`src/rtl/mirror_sweep_counter_if.sv`:
```
// Bundle of control, status and formula-facing signals for mirror_sweep_counter.
// slave is the counter's view; master is the driver/formula side.
interface mirror_sweep_counter_if #(
  parameter int N_HALF = 10,
  parameter int CNT_W  = 2*N_HALF+1
);
  logic                  start;
  logic                  pause;
  logic                  abort;
  logic                  formula_out;
  logic [2*N_HALF-1:0]   vec;
  logic                  busy;
  logic                  done;
  logic                  result_valid;
  logic [CNT_W-1:0]      sat_count;
  logic                  found;
  logic [2*N_HALF-1:0]   first_wit;
  logic [2*N_HALF-1:0]   last_wit;

  modport master (
    output start, pause, abort, formula_out,
    input  vec, busy, done, result_valid, sat_count, found, first_wit, last_wit
  );

  modport slave (
    input  start, pause, abort, formula_out,
    output vec, busy, done, result_valid, sat_count, found, first_wit, last_wit
  );
endinterface

```
`src/rtl/mirror_sweep_counter.sv`:
```
// Exhaustive sweep of a combinational formula's input space: counts satisfying
// assignments and records the lowest and highest satisfying vector.
module mirror_sweep_counter #(
  parameter int N_HALF = 10,
  parameter int CNT_W  = 2*N_HALF+1
) (
  input  logic                   clk,
  input  logic                   rst_n,
  mirror_sweep_counter_if.slave  io
);
  localparam int W = 2*N_HALF;

  typedef enum logic [1:0] {IDLE, SWEEP, FINISH} state_t;

  state_t           state_q, state_d;
  logic [W-1:0]     vec_q, vec_d;
  logic [CNT_W-1:0] sat_count_q, sat_count_d;
  logic             found_q, found_d;
  logic [W-1:0]     first_wit_q, first_wit_d;
  logic [W-1:0]     last_wit_q, last_wit_d;
  logic             result_valid_q, result_valid_d;

  always_ff @(posedge clk or negedge rst_n) begin
    if (!rst_n) begin
      state_q        <= IDLE;
      vec_q          <= '0;
      sat_count_q    <= '0;
      found_q        <= 1'b0;
      first_wit_q    <= '0;
      last_wit_q     <= '0;
      result_valid_q <= 1'b0;
    end else begin
      state_q        <= state_d;
      vec_q          <= vec_d;
      sat_count_q    <= sat_count_d;
      found_q        <= found_d;
      first_wit_q    <= first_wit_d;
      last_wit_q     <= last_wit_d;
      result_valid_q <= result_valid_d;
    end
  end

  always_comb begin
    state_d        = state_q;
    vec_d          = vec_q;
    sat_count_d    = sat_count_q;
    found_d        = found_q;
    first_wit_d    = first_wit_q;
    last_wit_d     = last_wit_q;
    result_valid_d = result_valid_q;
    case (state_q)
      IDLE: begin
        if (io.start) begin
          vec_d          = '0;
          sat_count_d    = '0;
          found_d        = 1'b0;
          first_wit_d    = '0;
          last_wit_d     = '0;
          result_valid_d = 1'b0;
          state_d        = SWEEP;
        end
      end
      SWEEP: begin
        // abort wins over pause and over the final-vector transition
        if (io.abort) begin
          state_d = IDLE;
        end else if (!io.pause) begin
          if (io.formula_out) begin
            sat_count_d = sat_count_q + CNT_W'(1);
            last_wit_d  = vec_q;
            if (!found_q) begin
              first_wit_d = vec_q;
              found_d     = 1'b1;
            end
          end
          if (&vec_q) state_d = FINISH;
          else        vec_d   = vec_q + W'(1);
        end
      end
      FINISH: begin
        result_valid_d = 1'b1;
        state_d        = IDLE;
      end
      default: state_d = IDLE;
    endcase
  end

  assign io.vec          = vec_q;
  assign io.busy         = (state_q == SWEEP);
  assign io.done         = (state_q == FINISH);
  assign io.result_valid = result_valid_q;
  assign io.sat_count    = sat_count_q;
  assign io.found        = found_q;
  assign io.first_wit    = first_wit_q;
  assign io.last_wit     = last_wit_q;
endmodule

```
`src/flat_wrapper.sv`:
```
// flat-port wrapper written by rule: the top's interface ports become plain ports
module mirror_sweep_counter_flat 
#(
  parameter int N_HALF = 10,
  parameter int CNT_W  = 2*N_HALF+1
)
  (clk, rst_n, io_start, io_pause, io_abort, io_formula_out, io_vec, io_busy, io_done, io_result_valid, io_sat_count, io_found, io_first_wit, io_last_wit);
  mirror_sweep_counter_if #(.N_HALF(N_HALF), .CNT_W(CNT_W)) io_i ();
  input  logic clk;
  input  logic rst_n;
  input wire logic [$bits(io_i.start)-1:0] io_start;
  input wire logic [$bits(io_i.pause)-1:0] io_pause;
  input wire logic [$bits(io_i.abort)-1:0] io_abort;
  input wire logic [$bits(io_i.formula_out)-1:0] io_formula_out;
  output wire logic [$bits(io_i.vec)-1:0] io_vec;
  output wire logic [$bits(io_i.busy)-1:0] io_busy;
  output wire logic [$bits(io_i.done)-1:0] io_done;
  output wire logic [$bits(io_i.result_valid)-1:0] io_result_valid;
  output wire logic [$bits(io_i.sat_count)-1:0] io_sat_count;
  output wire logic [$bits(io_i.found)-1:0] io_found;
  output wire logic [$bits(io_i.first_wit)-1:0] io_first_wit;
  output wire logic [$bits(io_i.last_wit)-1:0] io_last_wit;
  assign io_i.start = io_start;
  assign io_i.pause = io_pause;
  assign io_i.abort = io_abort;
  assign io_i.formula_out = io_formula_out;
  assign io_vec = io_i.vec;
  assign io_busy = io_i.busy;
  assign io_done = io_i.done;
  assign io_result_valid = io_i.result_valid;
  assign io_sat_count = io_i.sat_count;
  assign io_found = io_i.found;
  assign io_first_wit = io_i.first_wit;
  assign io_last_wit = io_i.last_wit;
  mirror_sweep_counter #(.N_HALF(N_HALF), .CNT_W(CNT_W)) u_core (.clk(clk), .rst_n(rst_n), .io(io_i));
endmodule
```
`config.mk`:
```
export PLATFORM = sky130hd
export DESIGN_NAME = mirror_sweep_counter_flat
export DESIGN_NICKNAME = d
export VERILOG_FILES = /design/src/rtl/mirror_sweep_counter_if.sv /design/src/rtl/mirror_sweep_counter.sv /design/src/flat_wrapper.sv
export SDC_FILE = /design/constraint.sdc
export NUM_CORES = 1
export LEC_CHECK = 0
export CAP_MARGIN = 20
export CORE_ASPECT_RATIO = 0.8
export CORE_UTILIZATION = 23
export DETAILED_ROUTE_END_ITERATION = 10
export GPL_TIMING_DRIVEN = 0
export PLACE_DENSITY = 0.44
export SLEW_MARGIN = 20
export SYNTH_ARGS = -nofsm -noshare
export SYNTH_HDL_FRONTEND = slang
export SYNTH_SLANG_ARGS = --single-unit
```
`constraint.sdc`:
```
create_clock -name clk -period 4.2 [get_ports clk]
set_clock_uncertainty 0.2 [all_clocks]
set_input_delay 0.84 -clock clk [delete_from_list [all_inputs] [get_ports clk]]
set_output_delay 0.84 -clock clk [all_outputs]
set_load 0.02 [all_outputs]
```
# ---- Word level (Yosys, flattened, before mapping)
# Cells that the tools add are included.
dict set report word_totals {
  in_bits 6
  word_cells 58
  reg_bits 85
}
dict set report classes {
  muxes 30
  add_sub_neg 2
  eq_ne 10
  reduce_logical 9
}
# cell n
set op_table {}
lappend op_table {{$mux W20} 11}
lappend op_table {{$pmux W20 S2} 3}
lappend op_table {{$mux W21} 4}
lappend op_table {{$pmux W21 S2} 1}
lappend op_table {{$add A21 B1 Y21 const B} 1}
lappend op_table {{$add A20 B1 Y20 const B} 1}
lappend op_table {{$reduce_and A20 Y1} 1}
lappend op_table {{$ne A2 B2 Y1 const B} 6}
lappend op_table {{$reduce_and A5 Y1} 2}
lappend op_table {{$mux W2} 4}
lappend op_table {{$reduce_and A6 Y1} 1}
lappend op_table {{$mux W1} 4}
lappend op_table {{$pmux W1 S2} 2}
lappend op_table {{$pmux W2 S2} 1}
lappend op_table {{$reduce_bool A2 Y1} 2}
lappend op_table {{$ne A3 B2 Y1 const B} 1}
lappend op_table {{$ne A3 B3 Y1 const B} 1}
lappend op_table {{$reduce_and A3 Y1} 1}
lappend op_table {{$eq A2 B1 Y1 const B} 1}
lappend op_table {{$eq A2 B2 Y1 const B} 1}
lappend op_table {{$logic_not A2 Y1} 1}
lappend op_table {{$reduce_and A2 Y1} 1}

# ---- Depth between registers and ports, before layout
# Gate-level depths: netlist (run 1).
dict set report depth {
  word_depth 5
  depth_mapped 8
  ltp_nobuf 6
}

# ---- Worst setup path before layout (run 1)
# No wires, ideal clock.
dict set report synth_path {
  path_type {in2reg}
  start {input io_abort}
  end {register u_core.vec_q[15], in the netlist u_core.io.vec[15]}
  t_required_ps 3856
  n_path_buf 0
  path_slack_ps 1852
  cell_stages 4
  t_arrival_ps 2004
  cell_sequence {nor4b_2 o2111ai_1 o211ai_1 o31ai_1}
}
dict set report synth_between {
  elab_chain_len 2
}
# item line_no
set synth_rtl {}
lappend synth_rtl {{from (decl)} flat_wrapper.sv:13} ;# input wire logic [$bits(io_i.abort)-1:0] io_abort;
lappend synth_rtl {{$ne A2 B2 Y1 (no source line)} --}
lappend synth_rtl {{$reduce_and A5 Y1 (no source line)} --}
lappend synth_rtl {{to (signal assigned)} mirror_sweep_counter.sv:34} ;# vec_q <= vec_d;
lappend synth_rtl {{to (decl)} mirror_sweep_counter.sv:16} ;# logic [W-1:0] vec_q, vec_d;
# Every way passes these cells.
# A chain may end at the register's enable or synchronous reset.

# ---- Worst setup path after layout (run 1)
dict set report layout_path {
  start {register u_core.state_q[1]}
  end {output io_busy}
}
dict set report layout_between {
  elab_chain_len 1
}
# item line_no
set layout_rtl {}
lappend layout_rtl {{from (decl)} mirror_sweep_counter.sv:15} ;# state_t state_q, state_d;
lappend layout_rtl {{from (signal assigned)} mirror_sweep_counter.sv:33} ;# state_q <= state_d;
lappend layout_rtl {{$eq A2 B1 Y1} mirror_sweep_counter.sv:89} ;# assign io.busy = (state_q == SWEEP);
lappend layout_rtl {{to (decl)} flat_wrapper.sv:16} ;# output wire logic [$bits(io_i.busy)-1:0] io_busy;
# Every way passes these cells.

==> impl_metrics.yaml, run 1 <==
outcome:
  status: "complete, no violations"
clock_tree:
  cts_tree: "built"
  clkTransAtPathRegs_ns: 0.06
  cts.sinks: 85
  postCtsSetupBuffers: 0
  clkLatencyLatePin_ns: 0.35
  htree_levels: 3
  cts_resized: 0
  clock-root-buffer: "clkbuf_16"
  cts_buffers: 9
  hold_buffers: 0
  cts_buffer_depth: 2
placed_design:
  place_inst: 712
  dp_hpwl_um: 8991
  place_congestion: 0.7889
  port_buffers: 90
yosys:
  synth.distinct_cells: 48
  ys_top_cells_by_area: "dfrtp_1, nand2_1, o21ai_0"
  synth_seq_cells: 85
  syn_inst: 406
  synth-seq-area-share_pct: 55.52
  async_reset_ff_share_pct: 100.0
  synth.avg_cell_area_um2: 9.436
  netlist.area_leader.share_pct: 55.52
  synth_top_area_cell: "dfrtp_1"
  synthFlopType: "dfrtp_1"
  netlist_area_mm2: 0.003831
  syn_nets: 414
  yosysMostFrequentCell: "nand2_1"
  ys_warn_count: 0
  synth_edf_count: 0
  synthTopCellsByCount: "nand2_1, dfrtp_1, o21ai_0"
timing:
  min_period_ns: 3.397
  slew_headroom_pct: 42.31
  max_freq_mhz: 294.4
  hold_viol_final: 0
  tightest_slew_ns: 0.8563
  fin_crit_sh_pct: 80.88
  fin_tns_setup_ns: 0
  rsz0062_at_grt: "no"
  drv_slew: 0
  setup_viol: 0
global_routing:
  gr-total-overflow: 0
  antenna_found_initial: 0
  grt_pass1_vias: 3405
  grt_pass1_wl_um: 19930
  grt_use_total_pct: 15.06
  grt_max_degree: 44
critical_path:
  cp-start-kind: "flip-flop"
  critPathKind: "reg2out"
  cp-end-kind: "output port"
  r2r_cells: 4
  r2r_end: "u_core.io.vec[2]"
  cp_max_fo: 10
  cp.required_ns: 3.16
  critPathCapture: "io_busy"
  rr_startpoint: "u_core.io.vec[11]"
  arrival_ns: 2.36
  worstSetupStartpoint: "u_core.state_q[1]"
  ff2ff_setup_slack_ns: 1.67
power:
  clkPwrFrac_pct: 37.8
  combinationalPowerShare_pct: 23.8
  p_int_w: 0.001634
  cellLeakagePower_nw: 2.168
  power_density_mw_per_mm2: 455.4
  switching_share_pct: 33.11
  p_seq_share_pct: 38.4
  peakVddDrop_v: 0.0001650
  switchingPower_w: 0.0008090
floorplanning:
  die_width_um: 146.3
  dieArea_mm2: 0.01718
  pin_count: 91
  rows: 41
  core_area_mm2: 0.01601
  initial_core_util_pct: 23.94
  die_h_um: 117.4
cells_and_area:
  drive_gt1_share_pct: 6.628
  syn_to_final_growth_pct: 40.04
  instances_no_fill: 728
  nets: 516
  num_antenna_cells: 0
worst_hold_path:
  min_path_type: "reg2reg"
detailed_routing:
  vias: 3414
  wl_um: 12210
  drc: 0
  drt-pass1-iter-count: 4
  ant_nets: 0
  via_per_inst: 4.690
  wl_per_cell_um: 16.77
  drt_iter0_markers: 277
job:
  max-cap-violations: 0
## cell type report
cell class / count / area [um^2]
clock buffer: 9 / 225.2
buffer: 20 / 77.57
multi-input combinational: 298 / 1615
tap: 215 / 269.0
inverter: 3 / 11.26
fill: 1680 / 10640
timing repair buffer: 91 / 925.9
clock inverter: 7 / 113.9
sequential: 85 / 2127
## worst min-delay path by stage
stage                     slack [ns]  cells past startpoint                   start                      to
after global routing            0.31                      1  u_core.io.result_valid  u_core.io.result_valid
after floorplan                 0.34                      0                   rst_n  u_core.io.first_wit[0]
after detailed placement        0.27                      1  u_core.io.result_valid  u_core.io.result_valid
final                           0.28                      1  u_core.io.result_valid  u_core.io.result_valid
after global placement          0.26                      1  u_core.io.result_valid  u_core.io.result_valid
after CTS                       0.28                      1  u_core.io.result_valid  u_core.io.result_valid
## stage by stage
step	hold slack [ns]	instance area (um^2)	util, %	setup WS [ns]	total power [W]
CTS	0.2831	5365	33.52	0.7601	0.002478
detailed placement	0.2685	5026	31.40	0.8433	0.001547
finish	0.2785	5365	33.52	0.8030	0.002444
global placement	0.2623	5001	31.25	-1.151	0.001544
floorplan	0.3444	3831	-	1.852	0.001257
global route	0.3074	5365	33.52	0.6693	0.002577
## registers in the layout (all words and copies together), names as in the netlist
register and flops:
u_core.state_q 2, u_core.io.first_wit 20, u_core.io.found 1, u_core.io.result_valid 1, u_core.io.sat_count 21, u_core.io.last_wit 20, u_core.io.vec 20
## metal layers
| metal | GRT usage, % | vias up | wire length, um |
|---|---|---|---|
| met3 | 2.568 | 14 | 451 |
| li1 | - | 1660 | - |
| met5 | 0 | - | 0 |
| met1 | 21.66 | 1673 | 6280 |
| met2 | 22.14 | 67 | 5246 |
| met4 | 6.250 | 0 | 233 |
## placed cells by master, fill, tap and decap left out, drive strengths merged, types with 3 or more instances in the layout
master / count
clkdlybuf4s50: 89
a41oi: 3
and2: 4
bufinv: 3
or3: 5
nand2b: 3
nor3: 3
nand4: 8
buf: 4
clkbuf: 27
o21ai: 67
o31ai: 10
xor2: 6
a21oi: 14
o211ai: 5
and3: 9
o311ai: 3
nand2: 90
nand3: 15
clkinv: 4
inv: 3
dfrtp: 85
nor2: 26
## power groups by stage
stage | logic, W | registers (W) | clock network, W
floorplan | 0.000257 | 0.000999 | 0
global placement | 0.000588 | 0.000956 | 0
detailed placement | 0.000591 | 0.000955 | 0
CTS | 0.000593 | 0.000940 | 0.000945
global route | 0.000647 | 0.000950 | 0.000980
finish | 0.000582 | 0.000939 | 0.000923
## worst max-delay path: stages (launching register included)
cell and delay, ns:
dfrtp_1 0.46, nand2b_1 0.23, inv_2 0.13, clkbuf_1 0.47, clkdlybuf4s50_1 0.71
## cell families (layout without fill, tap and decap cells)
logic type,Yosys count,after routing,share of synthesized area [%]
AOI/OAI and AO/OA,115,115,17.86
adders and majority gates,2,2,0.6531
and+or+nand+nor,173,173,21.75
buffers and inverters,23,130,2.319
xor gates and xnor gates,7,7,1.600
DFF,85,85,55.52
muxes,1,1,0.2939
No activity file was read; power rests on OpenSTA's default activity.
==> run 2, diff against run 1 <==
- PLACE_DENSITY: 0.44 -> 0.46
- clock period: 4.2 -> 2.8 ns (I/O delays scaled with it)
==> impl_metrics.yaml, run 2 (synthesized netlist as in run 1, its figures left out) <==
outcome:
  status: "complete, no violations"
timing:
  rsz0062_at_grt: "no"
  slew_headroom_pct: 43.83
  max_freq_mhz: 391.0
  min_period_ns: 2.558
  hold_viol_final: 0
  fin_tns_setup_ns: 0
  tightest_slew_ns: 0.8337
  setup_viol: 0
  drv_slew: 0
  fin_crit_sh_pct: 91.34
cells_and_area:
  num_antenna_cells: 0
  multi_input_area_mm2: 0.001634
  nets: 516
  regArea_mm2: 0.002127
  nFillCells: 1627
  final_common_cell: "nand2_1"
  largest_reg_flops: 21
  drive_gt1_share_pct: 7.227
  most-common-layout-cells: "nand2_1, clkdlybuf4s50_1, dfrtp_1, o21ai_0, nor2_1"
  syn_to_final_growth_pct: 40.27
clock_tree:
  postCtsSetupBuffers: 0
  cts_buffer_depth: 2
  cts_tree: "built"
  cts.sinks: 85
  clkTransAtPathRegs_ns: 0.06
  clock-root-buffer: "clkbuf_16"
  clkLatencyLatePin_ns: 0.34
  htree_levels: 3
  cts_buffers: 9
critical_path:
  cp_max_fo: 10
  arrival_ns: 2.62
  critPathKind: "in2reg"
  cp-start-kind: "input pin"
  cp-end-kind: "flip-flop"
  cp.required_ns: 2.86
  crit_slowest_cell: "clkdlybuf4s50_1"
  max_stage_delay_ns: 0.54
  cp_cell_sequence: "clkdlybuf4s50_1, nand4bb_1, a21o_1, clkbuf_1, or3_2, a21oi_1"
floorplanning:
  die_width_um: 146.3
  rows: 41
  dieArea_mm2: 0.01718
  die_h_um: 117.4
  pin_count: 91
  core_area_mm2: 0.01601
  initial_core_util_pct: 23.94
job:
  max-cap-violations: 0
detailed_routing:
  vias: 3423
  met1Wirelength_um: 5927
  via_per_inst: 4.708
  drt-pass1-iter-count: 4
  ant_nets: 0
  top_layer: "met4"
  wl_um: 11980
  wl_per_cell_um: 16.48
  wl_met2_um: 5320
  wl_met3_um: 544
  drt_iter0_markers: 329
  drc: 0
global_routing:
  antenna_found_initial: 0
  grt_pass1_vias: 3410
  grt_pass1_wl_um: 19690
  grt_max_degree: 55
  gr-total-overflow: 0
  grt_use_total_pct: 14.84
placed_design:
  dp_hpwl_um: 8922
  port_buffers: 90
  place_congestion: 0.7601
power:
  finalPower_w: 0.003565
  cellLeakagePower_nw: 2.177
  peakVddDrop_v: 0.0002619
  power_density_mw_per_mm2: 663.4
worst_hold_path:
  min_path_type: "reg2reg"
[run 2: per-layer routing]
layer | GRT usage [%] | vias up
met5 | 0 | -
met4 | 4.883 | 0
met3 | 3.152 | 14
met2 | 22.50 | 75
met1 | 20.90 | 1686
li1 | - | 1648
[run 2: path summary, 6_finish.rpt]
check                                       start                      to  slack (ns)  cells past startpoint
hold / removal             u_core.io.first_wit[5]  u_core.io.first_wit[5]        0.28                      2
min in group asynchronous                   rst_n        u_core.io.vec[0]        0.52                      2
setup reg to reg                u_core.io.vec[11]        u_core.io.vec[2]        0.25                      4
max in group asynchronous                   rst_n   u_core.io.last_wit[6]        1.26                      3
hold reg to reg            u_core.io.first_wit[5]  u_core.io.first_wit[5]        0.28                      2
setup / recovery                         io_pause  u_core.io.sat_count[3]        0.24                      6
[run 2: stage by stage]
stage	area [um^2]	setup slack (ns)	instances	hold WS [ns]	utilization (%)
floorplan	3831	0.6194	406	0.06441	-
global placement	5001	-2.299	711	0.2636	31.25
detailed placement	5026	-0.2255	712	0.2769	31.40
CTS	5348	0.05919	727	0.2905	33.41
global route	5374	0.04314	727	0.3072	33.58
finish	5374	0.2425	727	0.2835	33.58
[run 2: layout make-up]
type / instances / area share, %
buffer: 19 / 1.444
clock inverter: 4 / 1.350
timing repair buffer: 92 / 17.46
clock buffer: 11 / 4.517
tap: 215 / 5.006
sequential: 85 / 39.58
multi-input combinational: 298 / 30.41
inverter: 3 / 0.2328
[run 2: report_power, final]
group          internal (W)  leakage [nW]  switching (W)  total (W)
Sequential          0.00131          1.18      0.0000994    0.00141
Clock              0.000800         0.152       0.000480    0.00128
Combinational      0.000277         0.846       0.000597   0.000875
[run 2: what timing repair did]
item                                    4_1_cts  5_1_grt
gates resized for setup                       0       11
endpoints found under the setup margin        1       13
hold endpoints to repair                     31        0
hold buffers                                  1        0
[run 2: worst max-delay path: cells and delay by family]
| family | cells | cell delay [ns] |
|---|---|---|
| buffers and inverters | 2 | 0.81 |
| AND/OR/NAND/NOR | 2 | 0.84 |
| AO/OA/AOI/OAI | 2 | 0.41 |
==> run 3, diff against run 2 <==
- PLACE_DENSITY: 0.46 -> 0.44
- clock period: 2.8 -> 2.86 ns (I/O delays scaled with it)
==> impl_metrics.yaml, run 3 (synthesized netlist as in run 1, its figures left out) <==
cells_and_area:
  final_util_pct: 33.55
  multi_input_area_mm2: 0.001624
  most-common-layout-cells: "nand2_1, clkdlybuf4s50_1, dfrtp_1, o21ai_0, nor2_1"
  final_common_cell: "nand2_1"
  nets: 515
  regArea_mm2: 0.002127
  drive_gt1_share_pct: 6.641
  num_antenna_cells: 0
  syn_to_final_growth_pct: 40.17
  nFillCells: 1679
  largest_reg_flops: 21
clock_tree:
  clock-root-buffer: "clkbuf_16"
  clkLatencyLatePin_ns: 0.35
  htree_levels: 3
  clkTransAtPathRegs_ns: 0.06
  cts_buffers: 9
  cts.sinks: 85
  cts_buffer_depth: 2
  cts_tree: "built"
  postCtsSetupBuffers: 0
timing:
  fin_worst_hold_slack_ns: 0.04193
  fin_crit_sh_pct: 97.30
  max_freq_mhz: 359.3
  rsz0062_at_grt: "no"
  drv_slew: 0
  setup_viol: 0
  hold_viol_final: 0
  slew_headroom_pct: 42.77
  tightest_slew_ns: 0.8495
  min_period_ns: 2.783
  setup_slack_ns: 0.07713
detailed_routing:
  ant_nets: 0
  wl_met3_um: 465
  wl_um: 12250
  wl_met2_um: 5257
  wl_per_cell_um: 16.85
  vias: 3453
  via_per_inst: 4.750
  drt_iter0_markers: 254
  met1Wirelength_um: 6293
  top_layer: "met4"
  drt-pass1-iter-count: 4
  drc: 0
placed_design:
  port_buffers: 90
  dp_slack_ns: -0.2287
  dp_hpwl_um: 8991
  place_congestion: 0.7889
worst_hold_path:
  min_path_type: "in2async"
global_routing:
  antenna_found_initial: 0
  grt_max_degree: 44
  grt_pass1_vias: 3390
  grt_use_total_pct: 15.02
  gr-total-overflow: 0
  grt_pass1_wl_um: 19890
floorplanning:
  dieArea_mm2: 0.01718
  pin_count: 91
  rows: 41
  die_width_um: 146.3
  die_h_um: 117.4
  core_area_mm2: 0.01601
  initial_core_util_pct: 23.94
power:
  switching_share_pct: 33.10
  clkPwrFrac_pct: 37.8
  switchingPower_w: 0.001188
  p_int_w: 0.002401
  combinationalPowerShare_pct: 23.8
  cellLeakagePower_nw: 2.170
  peakVddDrop_v: 0.0002421
  p_seq_share_pct: 38.4
  power_density_mw_per_mm2: 668.3
critical_path:
  r2r_cells: 4
  cp.required_ns: 2.09
  cp-start-kind: "flip-flop"
  ff2ff_setup_slack_ns: 0.29
  cp-end-kind: "output port"
  rr_startpoint: "u_core.state_q[1]"
  r2r_end: "u_core.io.vec[2]"
  cp_max_fo: 16
  critPathKind: "reg2out"
  arrival_ns: 2.01
outcome:
  status: "complete, no violations"
job:
  max-cap-violations: 0
[run 3: through the flow]
step,TNS [ns],total power [W],instances,area [um^2]
global route,0,0.003782,727,5370
global placement,-190.98,0.002267,711,5001
CTS,0,0.003633,727,5361
detailed placement,-2.250,0.002271,712,5026
finish,0,0.003589,727,5370
floorplan,0,0.001845,406,3831
[run 3: how the worst max path moves through the flow]
| stage | from | endpoint | slack [ns] | cells past startpoint |
|---|---|---|---|---|
| 5_1_grt | u_core.state_q[1] | io_busy | 0.005 | 3 |
| 2_1_floorplan | u_core.io.vec[0] | u_core.io.vec[16] | 0.68 | 7 |
| 4_1_cts | u_core.state_q[1] | io_busy | 0.09 | 3 |
| 3_3_place_gp | rst_n | u_core.io.vec[5] | -2.22 | 1 |
| 3_5_place_dp | io_abort | u_core.io.vec[5] | -0.23 | 4 |
| 6_report | u_core.state_q[1] | io_busy | 0.08 | 3 |
[run 3: layout make-up]
class | count | area share [%]
clock inverter | 7 | 2.120
inverter | 3 | 0.2097
tap | 215 | 5.009
multi-input combinational | 298 | 30.24
clock buffer | 9 | 4.194
sequential | 85 | 39.61
buffer | 19 | 1.375
timing repair buffer | 91 | 17.24
[run 3: layer usage]
layer	GRT usage, %	vias up
met3	2.568	14
met1	21.68	1710
met4	6.250	0
met5	0	-
met2	21.99	69
li1	-	1660
[run 3: what timing repair did]
item | CTS | global route
hold buffers | 0 | 0
gates resized for setup | 0 | 1
endpoints found under the setup margin | 1 | 5
hold endpoints to repair | 0 | 0
[run 3: power groups by stage]
stage	logic (W)	registers [W]	clock network [W]
global route	0.000947	0.00140	0.00144
CTS	0.000865	0.00138	0.00139
floorplan	0.000378	0.00147	0
detailed placement	0.000869	0.00140	0
finish	0.000856	0.00138	0.00135
global placement	0.000863	0.00140	0
[run 3: worst max-delay path, cell delays in order (launching register included)]
cell,delay (ns)
dfrtp_1,0.48
nand2b_1,0.24
inv_2,0.28
clkdlybuf4s50_1,0.67
